## src/rtl/beat_detector.sv

```systemverilog
// beat_detector: R-peak detector for a unsigned ECG sample stream.
// A threshold with hysteresis opens and closes a peak window. A refractory
// period follows each beat. For every beat the block reports the peak
// amplitude and the R-R interval, counted in accepted samples.
module beat_detector #(
   parameter int unsigned NBIT    = 16,
   parameter int unsigned CW      = 12,
   parameter int unsigned THRESH  = 1000,
   parameter int unsigned HYST    = 100,
   parameter int unsigned REFRACT = 50
) (
   input  logic            clk,
   input  logic            rst,
   input  logic [NBIT-1:0] sample_in,
   input  logic            sample_valid,
   input  logic            stream_over,
   output logic            beat,
   output logic [NBIT-1:0] peak_amp,
   output logic [CW-1:0]   rr_count,
   output logic            rr_valid,
   output logic            done
);

   localparam int unsigned   RW      = $clog2(REFRACT + 1);
   localparam logic [NBIT-1:0] TH_HI = NBIT'(THRESH);
   localparam logic [NBIT-1:0] TH_LO = NBIT'(THRESH - HYST);
   localparam logic [CW-1:0] IVL_MAX = {CW{1'b1}};

   typedef enum logic [1:0] {S_SEARCH, S_PEAK, S_REFRACT, S_DONE} state_t;

   state_t          r_state,       w_state_n;
   logic [CW-1:0]   r_ivl,         w_ivl_n;
   logic [NBIT-1:0] r_max,         w_max_n;
   logic [CW-1:0]   r_ivl_at_max,  w_ivl_at_max_n;
   logic            r_have_prev,   w_have_prev_n;
   logic [RW-1:0]   r_rcnt,        w_rcnt_n;
   logic            w_beat_n;
   logic [NBIT-1:0] w_peak_amp_n;
   logic [CW-1:0]   w_rr_count_n;
   logic            w_rr_valid_n;
   logic            w_done_n;

   logic            w_accept;
   logic [CW-1:0]   w_ivl_inc;
   logic [CW-1:0]   w_ivl_since;

   assign w_accept    = sample_valid & ~stream_over;
   assign w_ivl_inc   = (r_ivl == IVL_MAX) ? r_ivl : r_ivl + CW'(1);
   // Samples since the peak, including the current one; never exceeds IVL_MAX
   // because ivl_at_max is always at least 1 when a peak is open.
   assign w_ivl_since = CW'(({1'b0, r_ivl} + (CW+1)'(1)) - {1'b0, r_ivl_at_max});

   // Next-state and next-output logic for the detector.
   always_comb begin
      w_state_n      = r_state;
      w_ivl_n        = r_ivl;
      w_max_n        = r_max;
      w_ivl_at_max_n = r_ivl_at_max;
      w_have_prev_n  = r_have_prev;
      w_rcnt_n       = r_rcnt;
      w_beat_n       = 1'b0;
      w_peak_amp_n   = peak_amp;
      w_rr_count_n   = rr_count;
      w_rr_valid_n   = rr_valid;
      w_done_n       = done;

      if (stream_over) begin
         w_state_n = S_DONE;
         w_done_n  = 1'b1;
      end else if (w_accept) begin
         unique case (r_state)
            S_SEARCH: begin
               w_ivl_n = w_ivl_inc;
               if (sample_in >= TH_HI) begin
                  w_state_n      = S_PEAK;
                  w_max_n        = sample_in;
                  w_ivl_at_max_n = w_ivl_inc;
               end
            end
            S_PEAK: begin
               w_ivl_n = w_ivl_inc;
               if (sample_in > r_max) begin
                  w_max_n        = sample_in;
                  w_ivl_at_max_n = w_ivl_inc;
               end else if (sample_in < TH_LO) begin
                  w_beat_n      = 1'b1;
                  w_peak_amp_n  = r_max;
                  w_rr_count_n  = r_ivl_at_max;
                  w_rr_valid_n  = r_have_prev & (r_ivl_at_max != IVL_MAX);
                  w_ivl_n       = w_ivl_since;
                  w_have_prev_n = 1'b1;
                  w_rcnt_n      = RW'(REFRACT);
                  w_state_n     = S_REFRACT;
               end
            end
            S_REFRACT: begin
               w_ivl_n  = w_ivl_inc;
               w_rcnt_n = r_rcnt - RW'(1);
               if (r_rcnt == RW'(1)) begin
                  w_state_n = S_SEARCH;
               end
            end
            S_DONE: begin
               w_state_n = S_DONE;
            end
            default: begin
               w_state_n = S_SEARCH;
            end
         endcase
      end
   end

   // State and output registers with synchronous reset.
   always_ff @(posedge clk) begin
      if (rst) begin
         r_state      <= S_SEARCH;
         r_ivl        <= '0;
         r_max        <= '0;
         r_ivl_at_max <= '0;
         r_have_prev  <= 1'b0;
         r_rcnt       <= '0;
         beat         <= 1'b0;
         peak_amp     <= '0;
         rr_count     <= '0;
         rr_valid     <= 1'b0;
         done         <= 1'b0;
      end else begin
         r_state      <= w_state_n;
         r_ivl        <= w_ivl_n;
         r_max        <= w_max_n;
         r_ivl_at_max <= w_ivl_at_max_n;
         r_have_prev  <= w_have_prev_n;
         r_rcnt       <= w_rcnt_n;
         beat         <= w_beat_n;
         peak_amp     <= w_peak_amp_n;
         rr_count     <= w_rr_count_n;
         rr_valid     <= w_rr_valid_n;
         done         <= w_done_n;
      end
   end

endmodule

```

## config.mk

```make
export PLATFORM = sky130hd
export DESIGN_NAME = beat_detector
export DESIGN_NICKNAME = d
export VERILOG_FILES = /design/src/rtl/beat_detector.sv
export SDC_FILE = /design/constraint.sdc
export NUM_CORES = 1
export LEC_CHECK = 0
export ABC_AREA = 0
export CAP_MARGIN = 20
export CORE_UTILIZATION = 35
export DETAILED_ROUTE_END_ITERATION = 8
export PLACE_DENSITY_LB_ADDON = 0.05
export SYNTH_ARGS = -nofsm -noshare
export SYNTH_HDL_FRONTEND = slang
export SYNTH_SLANG_ARGS = --single-unit
```

## constraint.sdc

```tcl
create_clock -name clk -period 2.9 [get_ports clk]
set_input_delay 0.435 -clock clk [delete_from_list [all_inputs] [get_ports clk]]
set_output_delay 0.435 -clock clk [all_outputs]
set_load 0.02 [all_outputs]
```

# After elaboration in Yosys (flattened, before gate mapping)
# Index checks and enable logic that the tools add are counted.
# word_totals
ff_bits,80
latchBits,0
mem_bits_rw,0
mem_bits_ro,0
out_inout_bits,31
word_cells,71
n_memories,0
# op_classes
addsub,4
n_mul,0
div_mod_pow,0
n_lt_le_gt_ge,3
eq_ne,14
shift,0
n_mux,21
bitwise,6
n_reduce_logical,12
# ops
cell,count
2-to-1 mux 12 bit,5
one-hot mux 12 bit (2 select lines),2
2-to-1 mux 16 bit,2
one-hot mux 16 bit (2 select lines),1
adder 12 x 1 -> 12 bit (second input constant),2
AND reduction 5 bit,4
>= comparator 16 x 10 -> 1 bit (second input constant),1
greater-than comparator 16 bit,1
less-than comparator 16 x 10 -> 1 bit (second input constant),1
== test 12 bit (second input constant),1
2-to-1 mux 2 bit,6
2-to-1 mux 6 bit,2
inequality test 12 bit (second input constant),1
inequality test 3 bit (second input constant),4
one-hot mux 6 bit (2 select lines),1
subtractor 12 bit,1
inequality test 2 bit (second input constant),4
one-hot mux 2 bit (4 select lines),1
nonzero test 2 bit,4
== test 6 x 1 -> 1 bit (second input constant),1
subtractor 6 x 1 -> 6 bit (second input constant),1
OR reduction 5 bit,1
== test 2 bit (second input constant),2
inverter 1 bit,4
other kinds (6),7

# Depth between registers and ports, before layout
# depth
ltp_word,6
ltp_mapped,12
ltp_nobuf,12

# Least setup slack after synthesis
# Ideal clock, no wire load.
# synth_timing
kind,input -> register
start,input port sample_in[5]
end,register r_rcnt[2]
setup_ps,117
t_arrival_ps,2468
path_slack_ps,314
path_stages,9
path_buffers,1
path_cell_list,ha_1 > a21o_1 > nand3_2 > a211oi_1 > or4b_1 > buf_6 > a211oi_4 > o22ai_1 > a32o_1
# synth_between
elab_chain_len,3
elab_cells_between_ends,5
classes_between,order compare: 2; eq/ne: 2; reduce/logical: 1
# synth_lines
element,line_no,source
from (decl),14,"input logic [NBIT-1:0] sample_in,"
less-than comparator 16 x 10 -> 1 bit or greater-than comparator 16 bit (tied branches),"85, 82",
inequality test 2 bit (no line),--,
AND reduction 5 bit (no line) (*),--,
to (signal assigned),133,r_rcnt <= w_rcnt_n;
to (decl),36,"logic [RW-1:0] r_rcnt, w_rcnt_n;"
# Mark *: on every way between the ends. The rest lies on a longest branch, timed or not.
# A chain may end at the register's enable or synchronous reset.

# Final worst setup path
# layout_timing
start,input port sample_in[14]
end,register r_rcnt[2]
# Same word-level chain as after synthesis.

==> results_dict.tcl <==
set metrics [dict create \
    run_status "completed" \
    clkLatencyLatePin_ns 0.34 \
    gp_congestion 0.801 \
    clkTransAtPathRegs_ns 0.06 \
    rr_worst_depth 12 \
    dpl_cell_area_um2 5730 \
    setup_viol 0 \
    synthTopCellsByArea "dfxtp_1 34%, ha_1 12%, a21oi_1 7.4%, nand2_1 6.2%, nand3_1 3.8%" \
    path_max_fanout 7 \
    portBuffers 50 \
    fp-row-count 42 \
    p_per_area_nw_per_um2 456 \
    dpl.hpwl_mm 10.1 \
    core-area_um2 13200 \
    slew_viol_final 0 \
    leakagePower_nw 2.23 \
    grt_pass1_wl_mm 22.0 \
    drtIter0Drc 243 \
    fp.dieH_um 118 \
    fin_nets 738 \
    drive_above_1_share_pct 13.7 \
    whs_endpoint "peak_amp[6]" \
    fmax_mhz 360 \
    antenna_cells 0 \
    dieArea_um2 14000 \
    synth_edf_count 0 \
    seq_area_um2 1600 \
    min_path_type "reg2reg" \
    cp.required_ns 3.13 \
    cts_buffers 9 \
    avgSynthCellArea_um2 8.06 \
    cp.arrival_ns 3.01 \
    postRouteAntennaNets 0 \
    wl_per_cell_um 15.8 \
    grt_overflow 0 \
    grt_max_degree 64 \
    peakVddDrop_mv 0.285 \
    end_kind "flop" \
    syn2layout_area_growth_pct 27.2 \
    dr_total_vias 4478 \
    clock-root-buffer "clkbuf_16" \
    die_w_um 118 \
    cts.sinks 80 \
    yosysSeqAreaShare_pct 33.7 \
    synth-async-reset-ratio_pct 0 \
    r2r_end "r_ivl[11]" \
    multi_input_area_um2 2810 \
    relSlewSlack_pct 50.4 \
    final_cells 854 \
    critical_path_class "in2reg" \
    synth_top_area_share_pct 33.7 \
    yosysWarnings 0 \
    rrSetupSlack_ns 0.26 \
    worst_pin_slew_ns 0.744 \
    maxCapViolCount 0 \
    syn-cell-area_um2 4750 \
    cts_tree "yes" \
    synth_flop_cell "dfxtp_1" \
    syn_inst 589 \
    io_pins 51 \
    dp_cells 837 \
    hold_viol 0 \
    drt_wl_total_mm 13.5 \
    track_usage_pct 19.6 \
    grt_pass1_vias 4372 \
    htreeDepth 3 \
    synth_nets 654 \
    fin_crit_sh_pct 95.9 \
    rsz0062_at_grt "no" \
    finClkSkew_ns 0.00604 \
    cts_buffer_depth 2 \
    hold_path_depth 2 \
    start_util_pct 35.9 \
    drc 0 \
    r2r_start "r_ivl[1]" \
    final_area_um2 6040 \
    synthDistinctLibCells 65 \
    hold_ws_ns 0.447 \
    ys_ff_latch 80 \
    fillers 1384 \
    period_needed_ns 2.78 \
    min_from "peak_amp[6]" \
    start_kind "primary input" \
    routed_via_density 5.24 \
    power_mw 2.75 \
    antenna_found_initial 0 \
    first_pass_iters 4 \
    synth_top_area_cell "dfxtp_1" \
    fin_tns_setup_ns 0 \
]
[synthesized netlist by cell type, drive strengths merged (2+ instances only)]
master / n
nand4: 15
ha: 44
xor2: 5
a21oi: 71
a31oi: 3
o311ai: 2
nand3: 37
nor2: 27
a211oi: 7
a311oi: 9
nand2b: 2
or3: 2
nand3b: 2
a2111oi: 3
buf: 11
nand2: 78
a21boi: 2
mux2i: 3
o211ai: 7
nor3b: 4
nor3: 21
clkbuf: 24
xnor2: 10
o21ai: 30
inv: 42
nor4: 4
and3: 8
o2111ai: 3
o21a: 3
dfxtp: 80
or2: 2
nor2b: 2
nor4b: 3
a21o: 3
o31ai: 2
[power by group]
group / total [mW] / switching, mW / internal [mW] / leakage, nW
registers: 1.17 / 0.0377 / 1.14 / 0.649
clock network: 1.07 / 0.469 / 0.597 / 0.134
logic: 0.514 / 0.285 / 0.229 / 1.45
[layout make-up]
class / count / share of cell area [%]
Clock inverter: 6 / 0.580
Sequential cell: 80 / 26.5
Multi-Input combinational cell: 432 / 46.5
Inverter: 42 / 2.61
Clock buffer: 10 / 3.96
Tap cell: 176 / 3.65
Timing Repair Buffer: 108 / 16.2
[worst max-delay path, cell delays in order]
cell             delay, ns
clkdlybuf4s50_1       0.42
ha_1                  0.35
a21oi_1               0.15
nand2_1               0.07
a21oi_1               0.18
or4b_4                0.54
a211oi_4              0.31
buf_6                 0.17
o22ai_1               0.08
a32o_1                0.29
[cell usage in the layout (no fill, tap or decap), drive strengths merged, types with 15 or more instances in the layout]
cell and instances:
nand2 78, nand3 37, dfxtp 80, o21ai 30
nand4 15, nor2 27, ha 44, buf 59
clkdlybuf4s50 49, inv 42, nor3 21, a21oi 71
[flip-flops by register name (all words and copies together), names as in the netlist]
signal,count
peak_amp,16
r_max,16
r_ivl,12
r_ivl_at_max,12
rr_count,12
r_rcnt,6
r_state,2
beat,1
done,1
r_have_prev,1
rr_valid,1
[per-layer routing]
layer | global-route usage, % | wire length [µm] | part of all wire (%) | vias to the layer above
met2 | 33.1 | 6450 | 48 | 76
li1 | - | - | - | 2268
met5 | 0 | 0 | 0 | -
met1 | 25.7 | 6480 | 48 | 2123
met3 | 2.70 | 399 | 3.0 | 11
met4 | 6.49 | 168 | 1.2 | 0
[worst max path at each step]
stage                  start   endpoint  cells after the start
2_1_floorplan   sample_in[5]  r_rcnt[2]                      9
3_3_place_gp   sample_in[14]  r_rcnt[2]                     10
3_5_place_dp   sample_in[14]  r_rcnt[2]                     10
4_1_cts        sample_in[14]  r_rcnt[2]                     10
5_1_grt         sample_in[1]  r_rcnt[2]                     10
6_report       sample_in[14]  r_rcnt[2]                     10
[logic make-up after synthesis]
| logic type | share of synthesized area, % |
|---|---|
| buffers and inverters | 7.51 |
| xor gates and xnor gates | 2.77 |
| adders and majority gates | 12.0 |
| and+or+nand+nor | 21.9 |
| DFF | 33.7 |
| AOI/OAI and AO/OA | 21.2 |
| muxes | 0.870 |
[through the flow]
step	utilization [%]	setup slack, ns
floorplan	-	0.314
global placement	43.3	-0.276
detailed placement	43.3	-0.307
CTS	45.3	0.0612
global route	45.6	0.000929
finish	45.6	0.119
[timing repair]
action                     4_1_cts  5_1_grt
resized for setup                0        7
setup buffers                    0        1
hold buffers                     0        0
setup endpoints to repair        0       47
Note: power is estimated with default switching activity, not from simulation.
